## src/rtl/race_pkg.sv

```systemverilog
// race_pkg: shared types and constants for the lane-racing game controller.
//   race_state_t  game state encoding (IDLE/RUN/CRASH, 3 is unused)
//   lane / sprite / screen constants, LFSR seed
//   rnd_to_lane   maps two random bits onto a lane index
package race_pkg;

  typedef enum logic [1:0] {
    ST_IDLE  = 2'd0,
    ST_RUN   = 2'd1,
    ST_CRASH = 2'd2,
    ST_BAD   = 2'd3
  } race_state_t;

  localparam logic [9:0]  LANE_L_X    = 10'd197;
  localparam logic [9:0]  LANE_C_X    = 10'd279;
  localparam logic [9:0]  LANE_R_X    = 10'd361;
  localparam logic [9:0]  CAR_Y_POS   = 10'd357;
  localparam logic [9:0]  SPR_H_LINES = 10'd121;
  localparam logic [9:0]  SCREEN_H    = 10'd480;
  localparam logic [15:0] LFSR_SEED   = 16'hACE1;

  localparam logic [1:0] LANE_IDX_L = 2'd0;
  localparam logic [1:0] LANE_IDX_C = 2'd1;
  localparam logic [1:0] LANE_IDX_R = 2'd2;

  // Four random codes onto three lanes; the spare code favours the centre.
  function automatic logic [1:0] rnd_to_lane(input logic [1:0] rnd);
    return (rnd == 2'd3) ? LANE_IDX_C : rnd;
  endfunction

endpackage

```

## src/rtl/race_lfsr16.sv

```systemverilog
// race_lfsr16: free-running 16-bit Fibonacci LFSR (taps 16,14,13,11).
//   clk    clock, rising edge
//   reset  synchronous, active-high; loads the seed
//   value  current register contents
// The polynomial is maximal length, so a non-zero seed never reaches zero.
module race_lfsr16
  import race_pkg::*;
(
  input  logic        clk,
  input  logic        reset,
  output logic [15:0] value
);

  always_ff @(posedge clk) begin
    if (reset) value <= LFSR_SEED;
    else       value <= {value[14:0], value[15] ^ value[13] ^ value[12] ^ value[10]};
  end

endmodule

```

## src/rtl/race_game_ctrl.sv

```systemverilog
// race_game_ctrl: game-logic controller for a three-lane racing game.
//   vga_clk, reset          pixel clock; synchronous active-high reset
//   left, right, start      asynchronous push-buttons
//   hcount, vcount          raster position from the VGA timing block
//   car_x, car_y            car sprite origin
//   obs_x, obs_y, obs_valid obstacle sprite origin and draw enable
//   scroll_off              road-bar sprite vertical offset
//   state, score            game state and obstacles passed
//   frame_tick              one-cycle strobe once per frame (start of vblank)
// All game state changes only on frame_tick, so the sprites never move
// during active video.
module race_game_ctrl
  import race_pkg::*;
#(
  parameter int LANE_L      = int'(LANE_L_X),
  parameter int LANE_C      = int'(LANE_C_X),
  parameter int LANE_R      = int'(LANE_R_X),
  parameter int CAR_Y       = int'(CAR_Y_POS),
  parameter int SPR_H       = int'(SPR_H_LINES),
  parameter int SCROLL_STEP = 2,
  parameter int OBS_STEP    = 4
) (
  input  logic        vga_clk,
  input  logic        reset,
  input  logic        left,
  input  logic        right,
  input  logic        start,
  input  logic [9:0]  hcount,
  input  logic [9:0]  vcount,
  output logic [9:0]  car_x,
  output logic [9:0]  car_y,
  output logic [9:0]  obs_x,
  output logic [9:0]  obs_y,
  output logic        obs_valid,
  output logic [7:0]  scroll_off,
  output logic [1:0]  state,
  output logic [15:0] score,
  output logic        frame_tick
);

  localparam logic [9:0]  LX_L         = 10'(LANE_L);
  localparam logic [9:0]  LX_C         = 10'(LANE_C);
  localparam logic [9:0]  LX_R         = 10'(LANE_R);
  localparam logic [9:0]  CAR_Y10      = 10'(CAR_Y);
  localparam logic [10:0] CAR_Y11      = 11'(CAR_Y);
  localparam logic [10:0] SPR_H11      = 11'(SPR_H);
  localparam logic [10:0] OBS_STEP11   = 11'(OBS_STEP);
  localparam logic [7:0]  SCROLL_STEP8 = 8'(SCROLL_STEP);

  function automatic logic [9:0] lane_x(input logic [1:0] idx);
    case (idx)
      LANE_IDX_L: lane_x = LX_L;
      LANE_IDX_R: lane_x = LX_R;
      default:    lane_x = LX_C;
    endcase
  endfunction

  logic [15:0] lfsr_val;
  logic        unused_lfsr;

  race_lfsr16 u_lfsr (
    .clk   (vga_clk),
    .reset (reset),
    .value (lfsr_val)
  );

  // Only the low two bits pick a lane.
  assign unused_lfsr = ^lfsr_val[15:2];

  // Button synchronisers: bit 0 left, bit 1 right, bit 2 start.
  // sync3 holds the previous synchronised left/right for edge detection.
  logic [2:0] sync1, sync2;
  logic [1:0] sync3;
  logic       rise_l, rise_r, start_s;
  logic       pend_l, pend_r;

  assign rise_l  = sync2[0] & ~sync3[0];
  assign rise_r  = sync2[1] & ~sync3[1];
  assign start_s = sync2[2];

  always_ff @(posedge vga_clk) begin
    if (reset) begin
      sync1  <= '0;
      sync2  <= '0;
      sync3  <= '0;
      pend_l <= 1'b0;
      pend_r <= 1'b0;
    end else begin
      sync1 <= {start, right, left};
      sync2 <= sync1;
      sync3 <= sync2[1:0];
      // A press arriving on the tick itself is kept for the next frame.
      pend_l <= frame_tick ? rise_l : (pend_l | rise_l);
      pend_r <= frame_tick ? rise_r : (pend_r | rise_r);
    end
  end

  always_ff @(posedge vga_clk) begin
    if (reset) frame_tick <= 1'b0;
    else       frame_tick <= (hcount == 10'd0) && (vcount == SCREEN_H);
  end

  // Candidate post-tick datapath values for the RUN state.
  race_state_t cur_st, nxt_st;
  logic [9:0]  nxt_car_x, nxt_obs_x, nxt_obs_y;
  logic        nxt_valid;
  logic [7:0]  nxt_scroll;
  logic [15:0] nxt_score;
  logic [10:0] obs_y_adv;
  logic        hit;

  always_comb begin
    nxt_car_x  = car_x;
    nxt_obs_x  = obs_x;
    nxt_obs_y  = obs_y;
    nxt_valid  = obs_valid;
    nxt_scroll = scroll_off;
    nxt_score  = score;
    obs_y_adv  = {1'b0, obs_y} + OBS_STEP11;
    hit        = 1'b0;
    if (cur_st == ST_RUN) begin
      nxt_scroll = scroll_off + SCROLL_STEP8;
      if (pend_l && !pend_r) begin
        if (car_x == LX_R)      nxt_car_x = LX_C;
        else if (car_x == LX_C) nxt_car_x = LX_L;
      end else if (pend_r && !pend_l) begin
        if (car_x == LX_L)      nxt_car_x = LX_C;
        else if (car_x == LX_C) nxt_car_x = LX_R;
      end
      if (!obs_valid) begin
        nxt_valid = 1'b1;
        nxt_obs_y = '0;
        nxt_obs_x = lane_x(rnd_to_lane(lfsr_val[1:0]));
      end else if (obs_y_adv >= {1'b0, SCREEN_H}) begin
        nxt_valid = 1'b0;
        nxt_obs_y = '0;
        if (score != 16'hFFFF) nxt_score = score + 16'd1;
      end else begin
        nxt_obs_y = obs_y_adv[9:0];
      end
      // Vertical overlap of two SPR_H-tall sprites, in 11 bits so the sums
      // cannot wrap.
      hit = nxt_valid && (nxt_obs_x == nxt_car_x) &&
            (({1'b0, nxt_obs_y} + SPR_H11) > CAR_Y11) &&
            ({1'b0, nxt_obs_y} < (CAR_Y11 + SPR_H11));
    end
  end

  // FSM: state register
  always_ff @(posedge vga_clk) begin
    if (reset) cur_st <= ST_IDLE;
    else       cur_st <= nxt_st;
  end

  // FSM: next state, only ever moves on frame_tick
  always_comb begin
    nxt_st = cur_st;
    if (frame_tick) begin
      case (cur_st)
        ST_IDLE:  if (start_s) nxt_st = ST_RUN;
        ST_RUN:   if (hit)     nxt_st = ST_CRASH;
        ST_CRASH: if (start_s) nxt_st = ST_IDLE;
        default:               nxt_st = ST_IDLE;
      endcase
    end
  end

  // FSM: outputs
  always_comb begin
    state = cur_st;
    car_y = CAR_Y10;
  end

  // Game datapath. Entering or sitting in IDLE parks the car in the centre
  // and clears the obstacle and score; the road scroll is left where it was.
  always_ff @(posedge vga_clk) begin
    if (reset) begin
      car_x      <= LX_C;
      obs_x      <= LX_C;
      obs_y      <= '0;
      obs_valid  <= 1'b0;
      scroll_off <= '0;
      score      <= '0;
    end else if (frame_tick) begin
      if (nxt_st == ST_IDLE) begin
        car_x     <= LX_C;
        obs_y     <= '0;
        obs_valid <= 1'b0;
        score     <= '0;
      end else begin
        car_x      <= nxt_car_x;
        obs_x      <= nxt_obs_x;
        obs_y      <= nxt_obs_y;
        obs_valid  <= nxt_valid;
        scroll_off <= nxt_scroll;
        score      <= nxt_score;
      end
    end
  end

endmodule

```

## config.mk

```make
export PLATFORM = sky130hd
export DESIGN_NAME = race_game_ctrl
export DESIGN_NICKNAME = d
export VERILOG_FILES = /design/src/rtl/race_pkg.sv /design/src/rtl/race_lfsr16.sv /design/src/rtl/race_game_ctrl.sv
export SDC_FILE = /design/constraint.sdc
export NUM_CORES = 1
export LEC_CHECK = 0
export BUFFER_PORTS_ARGS = -buffer_cell sky130_fd_sc_hd__clkbuf_2
export CAP_MARGIN = 40
export CORE_ASPECT_RATIO = 0.5
export CORE_MARGIN = 5
export CORE_UTILIZATION = 58
export DETAILED_ROUTE_END_ITERATION = 7
export GPL_TIMING_DRIVEN = 0
export PLACE_DENSITY = 0.85
export SYNTH_ARGS = -nofsm -noshare
export SYNTH_HDL_FRONTEND = slang
export SYNTH_HIERARCHICAL = 1
export SYNTH_SLANG_ARGS = --single-unit
```

## constraint.sdc

```tcl
create_clock -name vga_clk -period 5.5 [get_ports vga_clk]
set_input_delay 0.825 -clock vga_clk [delete_from_list [all_inputs] [get_ports vga_clk]]
set_output_delay 0.825 -clock vga_clk [all_outputs]
set_load 0.1 [all_outputs]
```

==> results of run 1 <==
## critical path: cells and delay by family, from the launching register on
family | cells | cell delay (ns)
AOI/OAI and AO/OA | 9 | 1.70
and+or+nand+nor | 3 | 0.63
adders and majority gates | 2 | 0.53
DFF | 1 | 0.42
buffers and inverters | 1 | 0.05
## cell type report
cell class | instances | area share, %
sequential | 83 | 35.0
clock inverter | 6 | 1.40
multi-input combinational | 341 | 43.1
timing repair buffer | 81 | 8.54
clock buffer | 10 | 4.82
inverter | 19 | 1.50
tap | 92 | 2.42
buffer | 28 | 3.27
## cell families after synthesis
group | after synthesis | share of synthesized area (%)
DFF | 83 | 42.6
adders and majority gates | 5 | 1.60
buffers and inverters | 47 | 5.81
AOI/OAI and AO/OA | 104 | 17.1
xor gates and xnor gates | 24 | 5.39
other | 2 | 0.193
and+or+nand+nor | 197 | 27.3
## flip-flops by register name, indices dropped and copies added, names as in the netlist
register,count
car_x,10
frame_tick,1
obs_valid,1
obs_x,10
obs_y,10
pend_l,1
pend_r,1
score,16
scroll_off,7
state,2
sync1,3
sync2,3
sync3,2
u_lfsr/value,16
## per-layer routing
layer  share of wire (%)  routed length (um)
met1                  46                4390
met2                  45                4250
met3                 8.5                 813
met4                0.98                  94
met5                   0                   0
## through the flow
step | utilization, % | instances | hold slack (ns) | cell area (um2) | power, W
after floorplan | - | 471 | 0.383 | 3930 | 0.000706
after global placement | 67.5 | 644 | 0.387 | 4450 | 0.000726
after detailed placement | 67.5 | 644 | 0.396 | 4450 | 0.000728
after CTS | 72.0 | 660 | 0.415 | 4750 | 0.00131
after global routing | 72.0 | 660 | 0.428 | 4750 | 0.00135
final | 72.0 | 660 | 0.409 | 4750 | 0.00130
## placed cells by master, fill, tap and decap left out, types with 9 or more instances in the layout
master and instances:
nor2_1 49, nor2b_1 21, a21oi_1 35, nand3_1 12
dfxtp_1 83, o21ai_0 23, clkbuf_1 11, clkbuf_2 81
or3_1 10, nand2_1 33, xnor2_1 11, conb_1 11
clkbuf_16 9, buf_4 12, nand4_1 11, xor2_1 13
inv_1 19
## cell usage after synthesis (2+ instances only)
library cell / count / area (um2)
a211o_1: 3 / 26.3
a211oi_1: 3 / 22.5
a21o_1: 7 / 52.6
a21oi_1: 35 / 175
a22oi_1: 7 / 52.6
a31oi_1: 4 / 25.0
a41oi_1: 2 / 17.5
and2_1: 5 / 31.3
and3_1: 8 / 50.1
and3b_1: 3 / 26.3
and4_1: 5 / 43.8
buf_1: 2 / 7.51
buf_2: 4 / 20.0
buf_4: 12 / 90.1
clkbuf_1: 10 / 37.5
conb_1: 2 / 7.51
dfxtp_1: 83 / 1660
ha_1: 5 / 62.6
inv_1: 19 / 71.3
nand2_1: 33 / 124
nand3_1: 12 / 60.1
nand3b_1: 5 / 37.5
nand4_1: 11 / 68.8
nor2_1: 49 / 184
nor2b_1: 21 / 131
nor3_1: 8 / 40.0
nor3b_1: 4 / 30.0
nor4_1: 5 / 31.3
nor4bb_1: 5 / 50.1
o211ai_1: 4 / 30.0
o21a_1: 2 / 15.0
o21ai_0: 23 / 115
o22ai_1: 2 / 12.5
or2_1: 7 / 43.8
or2_2: 2 / 12.5
or3_1: 10 / 62.6
xnor2_1: 11 / 96.3
xor2_1: 13 / 114
## power groups by stage
stage	Sequential, W	Clock (W)	Combinational (W)
final	0.000620	0.000589	0.0000959
after global routing	0.000621	0.000622	0.000104
after global placement	0.000633	0	0.0000934
after CTS	0.000620	0.000597	0.0000951
after detailed placement	0.000633	0	0.0000948
after floorplan	0.000630	0	0.0000762
## path summary, 6_finish.rpt
kind,cells after the start,endpoint
setup / recovery,15,state[0]$_SDFF_PP0_
hold / removal,1,u_lfsr/value[15]$_SDFF_PP1_
setup reg to reg,15,state[0]$_SDFF_PP0_
hold reg to reg,1,u_lfsr/value[15]$_SDFF_PP1_
==> summary.md, run 1 <==
| Metric | Value |
|---|---|
| Slew Limit Fails | `0` |
| FF-to-FF setup slack | `between 2 and 2.5 ns` |
| CP Data Arrival Time | `between 3 and 4 ns` |
| GR Util met3 | `under 10%` |
| WL/cell | `between 10 and 15 um` |
| Ports | `93` |
| Asr flop ratio synth | `0%` |
| Max frequency | `0.286 GHz` |
| Vias in the first global route | `3312` |
| GRT Resource Usage Total | `approximately 22%` |
| Count of final hold-check violations | `0` |
| Prevailing post-synth register cell | `dfxtp_1` |
| Die span in x | `126 um` |
| Syn Std Cell Area | `slightly below 4000 um2` |
| Worst slack, placed | `between 2 and 2.5 ns` |
| Initial DRC count | `around 350` |
| EDFF count, synth | `0` |
| Multi-input combinational cell area | `approximately 2000 um2` |
| GRT overflow | `0` |
| Via/cell ratio | `~5.6` |
| Register share of total power | `between 40% and 50%` |
| Max IR drop VDD | `a little over 0.2 mV` |
| Antenna violations before repair | `0` |
| Clk pwr share | `a little under half` |
| HP Class | `reg2reg` |
| Critical-path cell list | `ha_1 > and3_1 > o32ai_1 > a22oi_1 > nor2_1 > nand2_1 > ha_1 > inv_1 > a211oi_1 > a31oi_1 > o41ai_1 > a31oi_1 > a21oi_1 > a21o_1 > a211oi_1` |
| Setup TNS | `0 ns` |
| Final Skew | `between 0.005 and 0.006 ns` |
| CTS buffer count | `9` |
| P_leak | `about 2 nW` |
| # nets final | `just under 600` |
| Met2 Track Usage GR | `a little over a third` |
| Layer with the highest usage | `met2` |
| Slew HR | `~52%` |
| M1 GR Usage | `29.9%` |
| DR pass1 iterations | `4` |
| Max Root-Sink Buffers | `2` |
| Worst-Margin Slew | `a little over 0.7 ns` |
| Post-CTS setup buffers | `0` |
| Seq cells post-synth | `between 80 and 90` |
| Antenna viol nets, final | `0` |
| First-pass GRT wire length | `about 15000 um` |
| Root Buffer | `clkbuf_16` |
| R2r startpoint | `obs_y[2]$_SDFFE_PP0P_` |
| CTS tree | `built` |
| Clock Sinks | `83` |
| Maximum level of the CTS H-tree | `3` |
| Required @ worst endpoint | `~5.7 ns` |
| Die Footprint | `8560 um2` |
| Sw Share | `23.6%` |
| Syn. warnings | `6` |
| Num rows | `21` |
| Number of max-cap violations | `0` |
| Die Y | `slightly below 70 um` |
| Status | `completed` |
| Final Cycle Share | `between 60% and 70%` |
| Total number of vias | `approximately 3700` |
| WS Path Type | `reg2reg` |
| Layout cells sized above 1 | `21.1%` |
| Synth unique cells | `between 50 and 60` |
| Final setup fails | `0` |
| DPL Wire Length | `~7000 um` |
| Internal power | `roughly 0.0010 W` |
| Inserted Diodes | `0` |
| Drt total wl | `roughly 9500 um` |
| CP max stage cell | `dfxtp_1` |
| CTS clk-pin slew, worst paths | `~0.06 ns` |
| Post-CTS sizing | `0` |
| Area Growth Syn to Fin | `21.8%` |
| Worst setup SP type | `flop` |
| Starting Density | `between 50% and 60%` |
| Worst-Skew Late Latency | `approximately 0.34 ns` |
| Placer Congestion | `roughly 0.96` |
| Port Buffer Count | `roughly 80` |
| Syn avg cell area | `about 8.4 um2` |
| Hold path start | `u_lfsr/value[14]$_SDFF_PP0_` |
| DRC errors left | `0` |
| Sequential share of the synthesized area | `a little over two fifths` |
| Setup crit end kind | `flop` |
| Worst setup margin | `between 2 and 2.5 ns` |
| Register area | `1660 um2` |
| Post-CTS Hold Buffers | `0` |
| Largest net degree at the start of global routing | `15` |
| CP Max Fanout | `11` |
| Synth Instances | `approximately 460` |
| Power Dens Cells | `275 nW/um2` |
| Combinational group share of total power | `between 7 and 8%` |
| CP startpoint | `obs_y[2]$_SDFFE_PP0P_` |
| Fillers | `547` |
| Peak per-stage delay on the critical path | `0.42 ns` |
| Unrepaired setup endpoints after global routing | `no` |
| Switching power | `between 0.0003 and 0.0004 W` |
| CORE AREA | `between 6000 and 7000 um2` |
| Final min period | `approximately 3.5 ns` |
Note: power is estimated with default switching activity, not from simulation.
==> inputs of run 2 (changes only) <==
Settings changed: ABC_AREA from default to 1, CORE_UTILIZATION 58 to 50, PLACE_DENSITY 0.85 to 0.77.
Clock period 5.5 ns to 3.2 ns, I/O delays scaled along.
==> run 2 against run 1 <==
  * Combinational power up 110%
  * Global-route usage is 0.77 points lower
  * Via count rose by 27%
  * Power grew 82%
  * Register-to-register slack lost 1.8 ns
  * Utilization fell by 8.4 points
  * Routed wire length increased by 28%
  * Die area increased by 31%
  * Critical path depth increased by 8
  * Largest power group is now clock
  * Flip-flop and latch count unchanged
  * Setup slack worse by 1.8 ns
  * Largest cell class unchanged
==> summary.md, run 2 <==
| Metric | Value |
|---|---|
| Status | `completed` |
| Worst-Margin Slew | `0.633 ns (-0.0777 ns)` |
| Setup crit end kind | `flop` |
| Sequential share of the synthesized area | `36.5% (-6.1 points)` |
| Worst setup SP type | `flop` |
| Most frequent cells in the layout | `nand2_1, inv_1, clkbuf_2` |
| Inserted Diodes | `0 (unchanged)` |
| Ports | `93 (unchanged)` |
| Fillers | `786 (+44%)` |
| Antenna violations before repair | `0 (unchanged)` |
| Die Y | `77.4 um (+14%)` |
| CTS tree | `built` |
| Initial DRC count | `342 (-1.7%)` |
| Finished Layout Cells | `904 (+37%)` |
| Via/cell ratio | `5.17 (-7.4%)` |
| Cell repeated most along the worst path | `nand2_1` |
| Max IR drop VDD | `0.250 mV (+23%)` |
| Required @ worst endpoint | `3.41 ns (-2.29 ns)` |
| Multi-input combinational cell area | `2370 um2 (+16%)` |
| Critical-path cell list | `ha_4 > nand3_2 > inv_1 > o21ai_1 > nand2_1 > nand2_4 > clkinvlp_4 > nor2_4 > nand2_1 > ha_1 > inv_1 > nand4_1 > nand4_1 > nand2_1 > nand2_1 > nand2_2 > nand3_1 > nand2_1 > inv_2 > nand4_4 > buf_6 > nand3_1 > a21oi_1` |
| Max frequency | `0.337 GHz (+18%)` |
| Layout cells sized above 1 | `21.2% (+0.093 points)` |
| Post-synth top cells | `nand2_1, inv_1, dfxtp_1, nor2_1, nand3_1` |
| Antenna viol nets, final | `0 (unchanged)` |
| Placer Congestion | `0.941 (-1.6%)` |
| Num rows | `24 (+14%)` |
| Final Skew | `0.00887 ns (+0.00292 ns)` |
| WL/cell | `13.5 um (-6.4%)` |
| Largest area contributor in the netlist | `dfxtp_1` |
| Number of max-cap violations | `0 (unchanged)` |
| EDFF count, synth | `0 (unchanged)` |
| Drt total wl | `12200 um (+28%)` |
| Slew Limit Fails | `0 (unchanged)` |
| DRC errors left | `0 (unchanged)` |
| CTS buffer count | `9 (unchanged)` |
| DPL Wire Length | `9080 um (+30%)` |
| Peak per-stage delay on the critical path | `0.37 ns (-0.05 ns)` |
| Area Growth Syn to Fin | `23.1%` |
| Clock Sinks | `83 (unchanged)` |
| Worst-Skew Late Latency | `0.35 ns (about the same)` |
| Synth unique cells | `38 (-30%)` |
| GRT Resource Usage Total | `21.7% (-0.77 points)` |
| CP max stage cell | `dfxtp_4` |
| CP Max Fanout | `10 (-1)` |
| Seq cells post-synth | `83 (unchanged)` |
| # nets final | `812 (+37%)` |
| Commonest non-fill, non-tap cell in the layout | `nand2_1` |
| Total number of vias | `4678 (+27%)` |
| Maximum level of the CTS H-tree | `3 (unchanged)` |
| Vias in the first global route | `4218 (+27%)` |
| P_leak | `2.81 nW (+40%)` |
| Cell count after placement | `879 (+36%)` |
| Max Root-Sink Buffers | `2 (unchanged)` |
| Root Buffer | `clkbuf_16` |
| Syn. warnings | `6 (unchanged)` |
| Total power | `0.00238 W (+82%)` |
| GRT overflow | `0 (unchanged)` |
| Count of final hold-check violations | `0 (unchanged)` |
| Prevailing post-synth register cell | `dfxtp_1` |
| CORE AREA | `8800 um2 (+33%)` |
| Final min period | `2.96 ns (-0.527 ns)` |
| Die Footprint | `11200 um2 (+31%)` |
| Top-count cell post-synth | `nand2_1` |
| Synth Instances | `672 (+45%)` |
| Final setup fails | `0 (unchanged)` |
| WS Path Type | `reg2reg` |
| Minimum hold slack | `0.284 ns (-0.125 ns)` |
| Final Cycle Share | `92.6% (+29 points)` |
| Top cells by area, synth | `dfxtp_1, nand2_1, inv_1, nand3_1, nor2_1` |
| Post-synth top area share | `36.5% (-6.1 points)` |
| Port Buffer Count | `81 (unchanged)` |
| CTS clk-pin slew, worst paths | `0.07 ns (about the same)` |
| Post-CTS Hold Buffers | `0 (unchanged)` |
| Slew HR | `57.8% (+5.7 points)` |
| Largest net degree at the start of global routing | `18 (+3)` |
| Register area | `1680 um2 (+0.98%)` |
| Unrepaired setup endpoints after global routing | `yes` |
| Syn Std Cell Area | `4550 um2 (+17%)` |
| HP Class | `in2reg` |
| Power Dens Cells | `424 nW/um2 (+54%)` |
| Setup TNS | `0 ns (unchanged)` |
| Syn avg cell area | `6.77 um2 (-20%)` |
| Asr flop ratio synth | `0% (unchanged)` |
| CP Data Arrival Time | `3.17 ns (-0.52 ns)` |
| DR pass1 iterations | `5 (+1)` |
| Starting Density | `51.7% (-7.5 points)` |
| First-pass GRT wire length | `19900 um (+29%)` |
| Die span in x | `145 um (+15%)` |
| Largest registers | `score: 16 flops, u_lfsr/value: 16 flops` |
==> run 2: worst max-delay path, delay by kind of cell (launching register included) <==
kind            cells  cell delay (ns)
buf+inv             5             0.50
flops               1             0.37
compound gates      2             0.20
fa+ha+maj           2             0.43
simple gates       14             1.30
==> run 2: cell families after synthesis <==
group	synth area share [%]
compound gates	9.88
simple gates	35.6
xor+xnor	3.66
fa+ha+maj	1.38
flops	36.5
buf+inv	12.8
other cells	0.165
==> run 2: worst paths after layout <==
kind	depth (start not counted)	slack, ns	endpoint	from
max	23	0.24	score[2]$_SDFFE_PP0P_	obs_y[3]$_SDFFE_PP0P_
min	2	0.28	frame_tick$_SDFF_PP0_	hcount[5]
max reg2reg	23	0.24	score[2]$_SDFFE_PP0P_	obs_y[3]$_SDFFE_PP0P_
min reg2reg	1	0.40	u_lfsr/value[15]$_SDFF_PP1_	u_lfsr/value[14]$_SDFF_PP0_
==> run 2: area by class of cell <==
| class | instances | share of cell area (%) |
|---|---|---|
| clock inverter | 7 | 1.56 |
| inverter | 94 | 6.37 |
| sequential | 83 | 30.0 |
| buffer | 35 | 3.98 |
| timing repair buffer | 91 | 9.12 |
| tap | 117 | 2.62 |
| multi-input combinational | 468 | 42.4 |
| clock buffer | 9 | 4.02 |
==> run 2: through the flow <==
step	setup slack (ns)	area [um2]	util, %
after global routing	-0.0136	5600	63.6
after CTS	-0.00849	5480	62.3
after global placement	-0.0433	5150	58.5
after floorplan	0.0117	4600	-
after detailed placement	-0.0598	5150	58.5
final	0.235	5600	63.6
==> run 2: power by group <==
| part | internal (W) | switching (W) |
|---|---|---|
| combinational | 0.0000579 | 0.000147 |
| sequential | 0.00105 | 0.00000833 |
| clock | 0.000628 | 0.000486 |
| total | 0.00173 | 0.000641 |
==> run 2: repair_timing <==
action	CTS	global route
cloned	0	1
setup endpoints to repair	36	37
gates resized for setup	2	8
pin swaps	0	8
buffers inserted	1	8
==> run 2: layer usage <==
metal | track usage (%) | routed length, um
met4 | 5.03 | 193
met2 | 33.9 | 5210
met1 | 29.7 | 5750
met3 | 6.39 | 1090
met5 | 0 | 0
